### src/rtl/vga_pixel_driver.sv
// VGA timing generator and pixel output stage: free-running h/v counters, 2-stage aligned syncs/blanking, RRRGGGBB to 8-bit DAC expansion.
// Optional colour-bar generator enabled by defining VGA_TEST_PATTERN_EN (selected at run time by testMode).
module vga_pixel_driver #(
    parameter int H_ACTIVE = 640,
    parameter int H_FP     = 16,
    parameter int H_SYNC   = 96,
    parameter int H_BP     = 48,
    parameter int V_ACTIVE = 480,
    parameter int V_FP     = 10,
    parameter int V_SYNC   = 2,
    parameter int V_BP     = 33
) (
    input  logic        clk,
    input  logic        reset,
    input  logic [7:0]  RGBIn,
    input  logic        testMode,
    output logic [10:0] pixelX,
    output logic [10:0] pixelY,
    output logic        startOfFrame,
    output logic [7:0]  red,
    output logic [7:0]  green,
    output logic [7:0]  blue,
    output logic        hSync,
    output logic        vSync,
    output logic        blankN
);

    localparam logic [10:0] H_LAST    = 11'(H_ACTIVE + H_FP + H_SYNC + H_BP - 1);
    localparam logic [10:0] V_LAST    = 11'(V_ACTIVE + V_FP + V_SYNC + V_BP - 1);
    localparam logic [10:0] H_ACT_END = 11'(H_ACTIVE);
    localparam logic [10:0] V_ACT_END = 11'(V_ACTIVE);
    localparam logic [10:0] HS_START  = 11'(H_ACTIVE + H_FP);
    localparam logic [10:0] HS_END    = 11'(H_ACTIVE + H_FP + H_SYNC);
    localparam logic [10:0] VS_START  = 11'(V_ACTIVE + V_FP);
    localparam logic [10:0] VS_END    = 11'(V_ACTIVE + V_FP + V_SYNC);

    // 3-bit channels replicate their MSBs so full scale reaches 8'hFF exactly.
    function automatic logic [23:0] expand_rgb(input logic [7:0] rgb);
        expand_rgb = {rgb[7:5], rgb[7:5], rgb[7:6],
                      rgb[4:2], rgb[4:2], rgb[4:3],
                      rgb[1:0], rgb[1:0], rgb[1:0], rgb[1:0]};
    endfunction

    logic [10:0] h_count_q, h_count_d;
    logic [10:0] v_count_q, v_count_d;
    logic        active_s1_q, active_s1_d;
    logic        hsync_s1_q, hsync_s1_d;
    logic        vsync_s1_q, vsync_s1_d;
    logic [7:0]  red_q, red_d;
    logic [7:0]  green_q, green_d;
    logic [7:0]  blue_q, blue_d;
    logic        hsync_q, hsync_d;
    logic        vsync_q, vsync_d;
    logic        blank_n_q, blank_n_d;
    logic [7:0]  rgb_src_s;
    logic [23:0] rgb_dac_s;

`ifdef VGA_TEST_PATTERN_EN
    localparam logic [10:0] BAR_W = 11'(H_ACTIVE / 8);

    // Bar order: white, yellow, cyan, green, magenta, red, blue, black.
    function automatic logic [7:0] bar_color(input logic [2:0] idx);
        case (idx)
            3'd0:    bar_color = 8'hFF;
            3'd1:    bar_color = 8'hFC;
            3'd2:    bar_color = 8'h1F;
            3'd3:    bar_color = 8'h1C;
            3'd4:    bar_color = 8'hE3;
            3'd5:    bar_color = 8'hE0;
            3'd6:    bar_color = 8'h03;
            default: bar_color = 8'h00;
        endcase
    endfunction

    logic [10:0] x_s1_q, x_s1_d;
    logic [10:0] bar_num_s;
    logic [2:0]  bar_idx_s;
`else
    logic unused_test_mode_s;
    assign unused_test_mode_s = testMode;
`endif

    // Counter advance and stage-0 timing decode.
    always_comb begin
        h_count_d = h_count_q + 11'd1;
        v_count_d = v_count_q;
        if (h_count_q == H_LAST) begin
            h_count_d = 11'd0;
            if (v_count_q == V_LAST) begin
                v_count_d = 11'd0;
            end else begin
                v_count_d = v_count_q + 11'd1;
            end
        end else begin
            v_count_d = v_count_q;
        end
        active_s1_d = (h_count_q < H_ACT_END) && (v_count_q < V_ACT_END);
        hsync_s1_d  = !((h_count_q >= HS_START) && (h_count_q < HS_END));
        vsync_s1_d  = !((v_count_q >= VS_START) && (v_count_q < VS_END));
`ifdef VGA_TEST_PATTERN_EN
        x_s1_d = h_count_q;
`endif
    end

    // Output stage: pick the pixel source, expand to DAC width and blank.
    always_comb begin
        rgb_src_s = RGBIn;
`ifdef VGA_TEST_PATTERN_EN
        bar_num_s = x_s1_q / BAR_W;
        if (bar_num_s > 11'd7) begin
            bar_idx_s = 3'd7;
        end else begin
            bar_idx_s = bar_num_s[2:0];
        end
        if (testMode) begin
            rgb_src_s = bar_color(bar_idx_s);
        end else begin
            rgb_src_s = RGBIn;
        end
`endif
        rgb_dac_s = expand_rgb(rgb_src_s);
        if (active_s1_q) begin
            {red_d, green_d, blue_d} = rgb_dac_s;
        end else begin
            {red_d, green_d, blue_d} = 24'h000000;
        end
        hsync_d   = hsync_s1_q;
        vsync_d   = vsync_s1_q;
        blank_n_d = active_s1_q;
    end

    // State update; reset also flushes the pipeline so no stale pixels escape.
    always_ff @(posedge clk) begin
        if (reset) begin
            h_count_q   <= 11'd0;
            v_count_q   <= 11'd0;
            active_s1_q <= 1'b0;
            hsync_s1_q  <= 1'b1;
            vsync_s1_q  <= 1'b1;
            red_q       <= 8'h00;
            green_q     <= 8'h00;
            blue_q      <= 8'h00;
            hsync_q     <= 1'b1;
            vsync_q     <= 1'b1;
            blank_n_q   <= 1'b0;
`ifdef VGA_TEST_PATTERN_EN
            x_s1_q      <= 11'd0;
`endif
        end else begin
            h_count_q   <= h_count_d;
            v_count_q   <= v_count_d;
            active_s1_q <= active_s1_d;
            hsync_s1_q  <= hsync_s1_d;
            vsync_s1_q  <= vsync_s1_d;
            red_q       <= red_d;
            green_q     <= green_d;
            blue_q      <= blue_d;
            hsync_q     <= hsync_d;
            vsync_q     <= vsync_d;
            blank_n_q   <= blank_n_d;
`ifdef VGA_TEST_PATTERN_EN
            x_s1_q      <= x_s1_d;
`endif
        end
    end

    assign pixelX       = h_count_q;
    assign pixelY       = v_count_q;
    assign startOfFrame = (h_count_q == 11'd0) && (v_count_q == 11'd0);
    assign red          = red_q;
    assign green        = green_q;
    assign blue         = blue_q;
    assign hSync        = hsync_q;
    assign vSync        = vsync_q;
    assign blankN       = blank_n_q;

endmodule

### config.mk
export PLATFORM = sky130hd
export DESIGN_NAME = vga_pixel_driver
export DESIGN_NICKNAME = d
export VERILOG_FILES = /design/src/rtl/vga_pixel_driver.sv
export SDC_FILE = /design/constraint.sdc
export NUM_CORES = 1
export LEC_CHECK = 0
export ABC_AREA = 1
export CORE_MARGIN = 2
export CORE_UTILIZATION = 41
export DETAILED_ROUTE_END_ITERATION = 7
export HOLD_SLACK_MARGIN = 0.05
export PLACE_DENSITY = 0.75
export SLEW_MARGIN = 20
export SYNTH_ARGS = -nofsm -noshare
export SYNTH_HDL_FRONTEND = slang
export SYNTH_SLANG_ARGS = --single-unit
### constraint.sdc
create_clock -name clk -period 1.44 [get_ports clk]
set_clock_uncertainty 0.1 [all_clocks]
set_input_delay 0.288 -clock clk [delete_from_list [all_inputs] [get_ports clk]]
set_output_delay 0.288 -clock clk [all_outputs]
set_load 0.01 [all_outputs]
==> results of run 1 <==
==> per-stage QoR <==
step / area, um2 / hold slack (ns) / setup WS (ns) / cells
2_1_floorplan: 1870 / 0.260 / 0.0217 / 268
3_3_place_gp: 2760 / 0.292 / -0.437 / 409
3_5_place_dp: 2760 / 0.297 / -0.466 / 409
4_1_cts: 3150 / 0.313 / -0.324 / 431
5_1_grt: 3220 / 0.341 / -0.395 / 429
6_report: 3220 / 0.329 / -0.321 / 429
==> state kept, by name (all words and copies together) (netlist names) <==
register and count:
active_s1_q 1, blue 2, pixelY 11, hSync 1
pixelX 11, hsync_d 1, green 3, vSync 1
red 3, vsync_d 1, blankN 1
==> critical path, stage by stage (launching register included) <==
cell and delay (ns):
dfxtp_2 0.34, inv_1 0.06, ha_1 0.15, nand2_1 0.07, nor3_2 0.11, nand3_1 0.10
nor3_2 0.12, buf_2 0.15
==> layer usage <==
layer	vias up	routed length (um)	track usage, %	part of all wire (%)
met2	124	2880	39.2	48
met1	972	2360	28.3	39
met3	23	550	6.19	9.1
met5	-	0	0	0
li1	1028	-	-	-
met4	0	240	11.7	4.0
==> power groups by stage <==
stage          Combinational, uW  Clock [uW]  Sequential (uW)
3_3_place_gp                 208           0             1050
5_1_grt                      272        1030             1030
2_1_floorplan               88.7           0             1060
6_report                     256         973             1030
3_5_place_dp                 212           0             1050
4_1_cts                      249         983             1030
==> what timing repair did <==
item / CTS / global route
resized for setup: 98 / 50
gates cloned: 2 / 0
pin swaps: 18 / 11
endpoints found under the setup margin: 71 / 38
setup buffers: 12 / 1
==> cells in the mapped netlist (all sizes together) <==
cell     instances  area [um2]
or2              2        12.5
o21a             1        7.51
o2111ai          1        8.76
xor2             2        17.5
dfxtp           36         721
nor2            49         194
inv             43         161
a21oi            9        45.0
nor3            11        71.3
nor3b            2        20.0
ha               4        50.1
nand2           61         239
nand4            2        12.5
buf             18         139
nand3           27         160
==> cells by family after synthesis <==
kind of cell    Yosys count  synth area share [%]
xor+xnor                  2                 0.942
simple gates            154                  38.2
fa+ha+maj                 4                  2.69
flops                    36                  38.8
compound gates           11                  3.30
buf+inv                  61                  16.2
==> worst max-delay path by stage <==
stage / start / slack [ns] / cells past startpoint / endpoint
after detailed placement: pixelY[0]$_SDFFE_PP0N_ / -0.47 / 7 / startOfFrame
after CTS: pixelX[0]$_SDFF_PP0_ / -0.32 / 7 / startOfFrame
after floorplan: pixelX[0]$_SDFF_PP0_ / 0.02 / 7 / pixelX[3]$_SDFF_PP0_
after global routing: pixelX[0]$_SDFF_PP0_ / -0.39 / 7 / startOfFrame
final: pixelX[0]$_SDFF_PP0_ / -0.32 / 7 / startOfFrame
after global placement: pixelY[0]$_SDFFE_PP0N_ / -0.44 / 7 / startOfFrame
==> layout make-up <==
class	instances	area [um2]
well taps	52	65.1
inverters	43	164
clock inverters	1	30.0
flip-flops and latches	36	729
multi-input cells	172	1100
repair buffers	118	1040
fillers	294	1130
clock buffers	7	96.3
==> summary.md, run 1 <==
| Metric | Value |
|---|---|
| Cts bufs inserted | 5 |
| Clock slew at reported path FFs | approximately 0.070 ns |
| Initial DRC Count | 89 |
| Largest net degree at the start of global routing | 12 |
| Comb power frac | a little under an eighth |
| Final setup margin | -0.321 ns |
| Commonest non-fill, non-tap cells in the layout | 50 x buf_4, 45 x nand2_1, 38 x inv_1, 34 x dlygate4sd2_1, 33 x nor2_1 |
| Max FO, Critical Path | 2 |
| Total Power | 2260 uW |
| RSZ-0062 raised after global routing | true |
| P_int | 1760 uW |
| Most common cell after layout, fill and taps aside | buf_4 |
| Row count | 24 |
| Final Cycle Share | 122% |
| Avg WL per Cell | roughly 14 um |
| Sequential group share of total power | 45.5% |
| Failing checks | negative setup slack |
| Synth warn | 0 |
| Global-route wire length before repair | ~9.5 mm |
| Gr usage total | 23.7% |
| Via density | 5.00 |
| Setup violations, final | 23 |
| Synth Register Bits | 36 |
| Synth unique cells | 25 |
| Kind of end point of the critical path | output port |
| CTS sink count | 36 |
| Setup TNS | -2.15 ns |
| Initial DRT Pass Iterations | 4 |
| H-tree levels | 2 |
| Worst slew margin | 79.4% |
| Final min period | 1.76 ns |
| Critical Path AT | 1.37 ns |
| Die footprint | 5090 um2 |
| Switching Share | 22.0% |
| Max Clock Freq | 568 MHz |
| Power Dens Cells | 701 nW/um2 |
| Total gr overflow | 0 |
| Core area | ~4400 um2 |
| CTS root buffer | clkbuf_8 |
| WS Path Type | flip-flop to output port |
| Total Wirelength | 6.03 mm |
| CTS tree | yes |
| Worst path required time | 1.05 ns |
| Detailed Place HPWL | about 3.7 mm |
| Initial antenna violation count | 0 |
| Drc violations | 0 |
| Peak supply drop | 0.000528 V |
| Port Buf Inserts | 59 |
| Die width | a little over 70 um |
| Hold Path Sink | hSync$_SDFF_PP1_ |
| Routability congestion estimate | between 0.8 and 0.9 |
| Mapped cell area | about 1900 um2 |
| CTS Hold Buffers Added | 0 |
| Syn-to-layout area delta | 73.2% |
| Longest Clk Path Bufs | 2 |
| Kind of start point of the critical path | flip-flop |
| Layout cells sized above 1 | 37.7% |
| Flop2flop setup slack | -0.16 ns |
| Worst Hold Depth | 1 |
| Fin nets | 391 |
| Reg2reg start | pixelX[0]$_SDFF_PP0_ |
| Syn Inst Count | 268 |
| Status | finished, violations left |
| Synth Net Count | 283 |
| Fin util | 74.0% |
| # diodes | 0 |
| Switch Pwr | slightly below 500 uW |
| Register area share after synthesis | 38.8% |
| Final Hold Fails | 0 |
| Worst Reg-to-Reg Cells | 10 |
| I/O pin total | 61 |
| Max cap viols | 0 |
| HP Class | flip-flop to flip-flop |
| Clock power frac | a little over two fifths |
| Syn avg cell area | 6.94 um2 |
| LEAKAGE | between 0.0015 and 0.002 uW |
| Clock latency on the worst-skew pair | a little under 0.3 ns |
| Routed Antenna Nets | 0 |
| Die Ht | 71.3 um |
| Vias in the first global route | 2108 |
| Worst slew pin tran | 0.309 ns |
| Initial core utilization | 42.7% |
| RR Endpoint | pixelY[5]$_SDFFE_PP0N_ |
| Max-slew violations | 0 |
| Vias | between 2000 and 2500 |
| Worst min-delay path startpoint | hsync_d$_SDFF_PP1_ |
(Power assumes the default switching activity.)
==> inputs of run 2 (changes only) <==
--- a/config.mk
+++ b/config.mk
@@ -11,7 +11,7 @@
 export DETAILED_ROUTE_END_ITERATION = 7
 export HOLD_SLACK_MARGIN = 0.05
 export PLACE_DENSITY = 0.75
-export SLEW_MARGIN = 20
+export SLEW_MARGIN = 10
 export SYNTH_ARGS = -nofsm -noshare
 export SYNTH_HDL_FRONTEND = slang
 export SYNTH_SLANG_ARGS = --single-unit
==> results of run 2 <==
The final DEF is identical to that of run 1; final timing and power are the same.
==> inputs of run 3 (changes only) <==
--- a/config.mk
+++ b/config.mk
@@ -9,7 +9,6 @@
 export CORE_MARGIN = 2
 export CORE_UTILIZATION = 41
 export DETAILED_ROUTE_END_ITERATION = 7
-export HOLD_SLACK_MARGIN = 0.05
 export PLACE_DENSITY = 0.75
 export SLEW_MARGIN = 10
 export SYNTH_ARGS = -nofsm -noshare
==> results of run 3 <==
The final DEF is identical to that of run 1; final timing and power are the same.
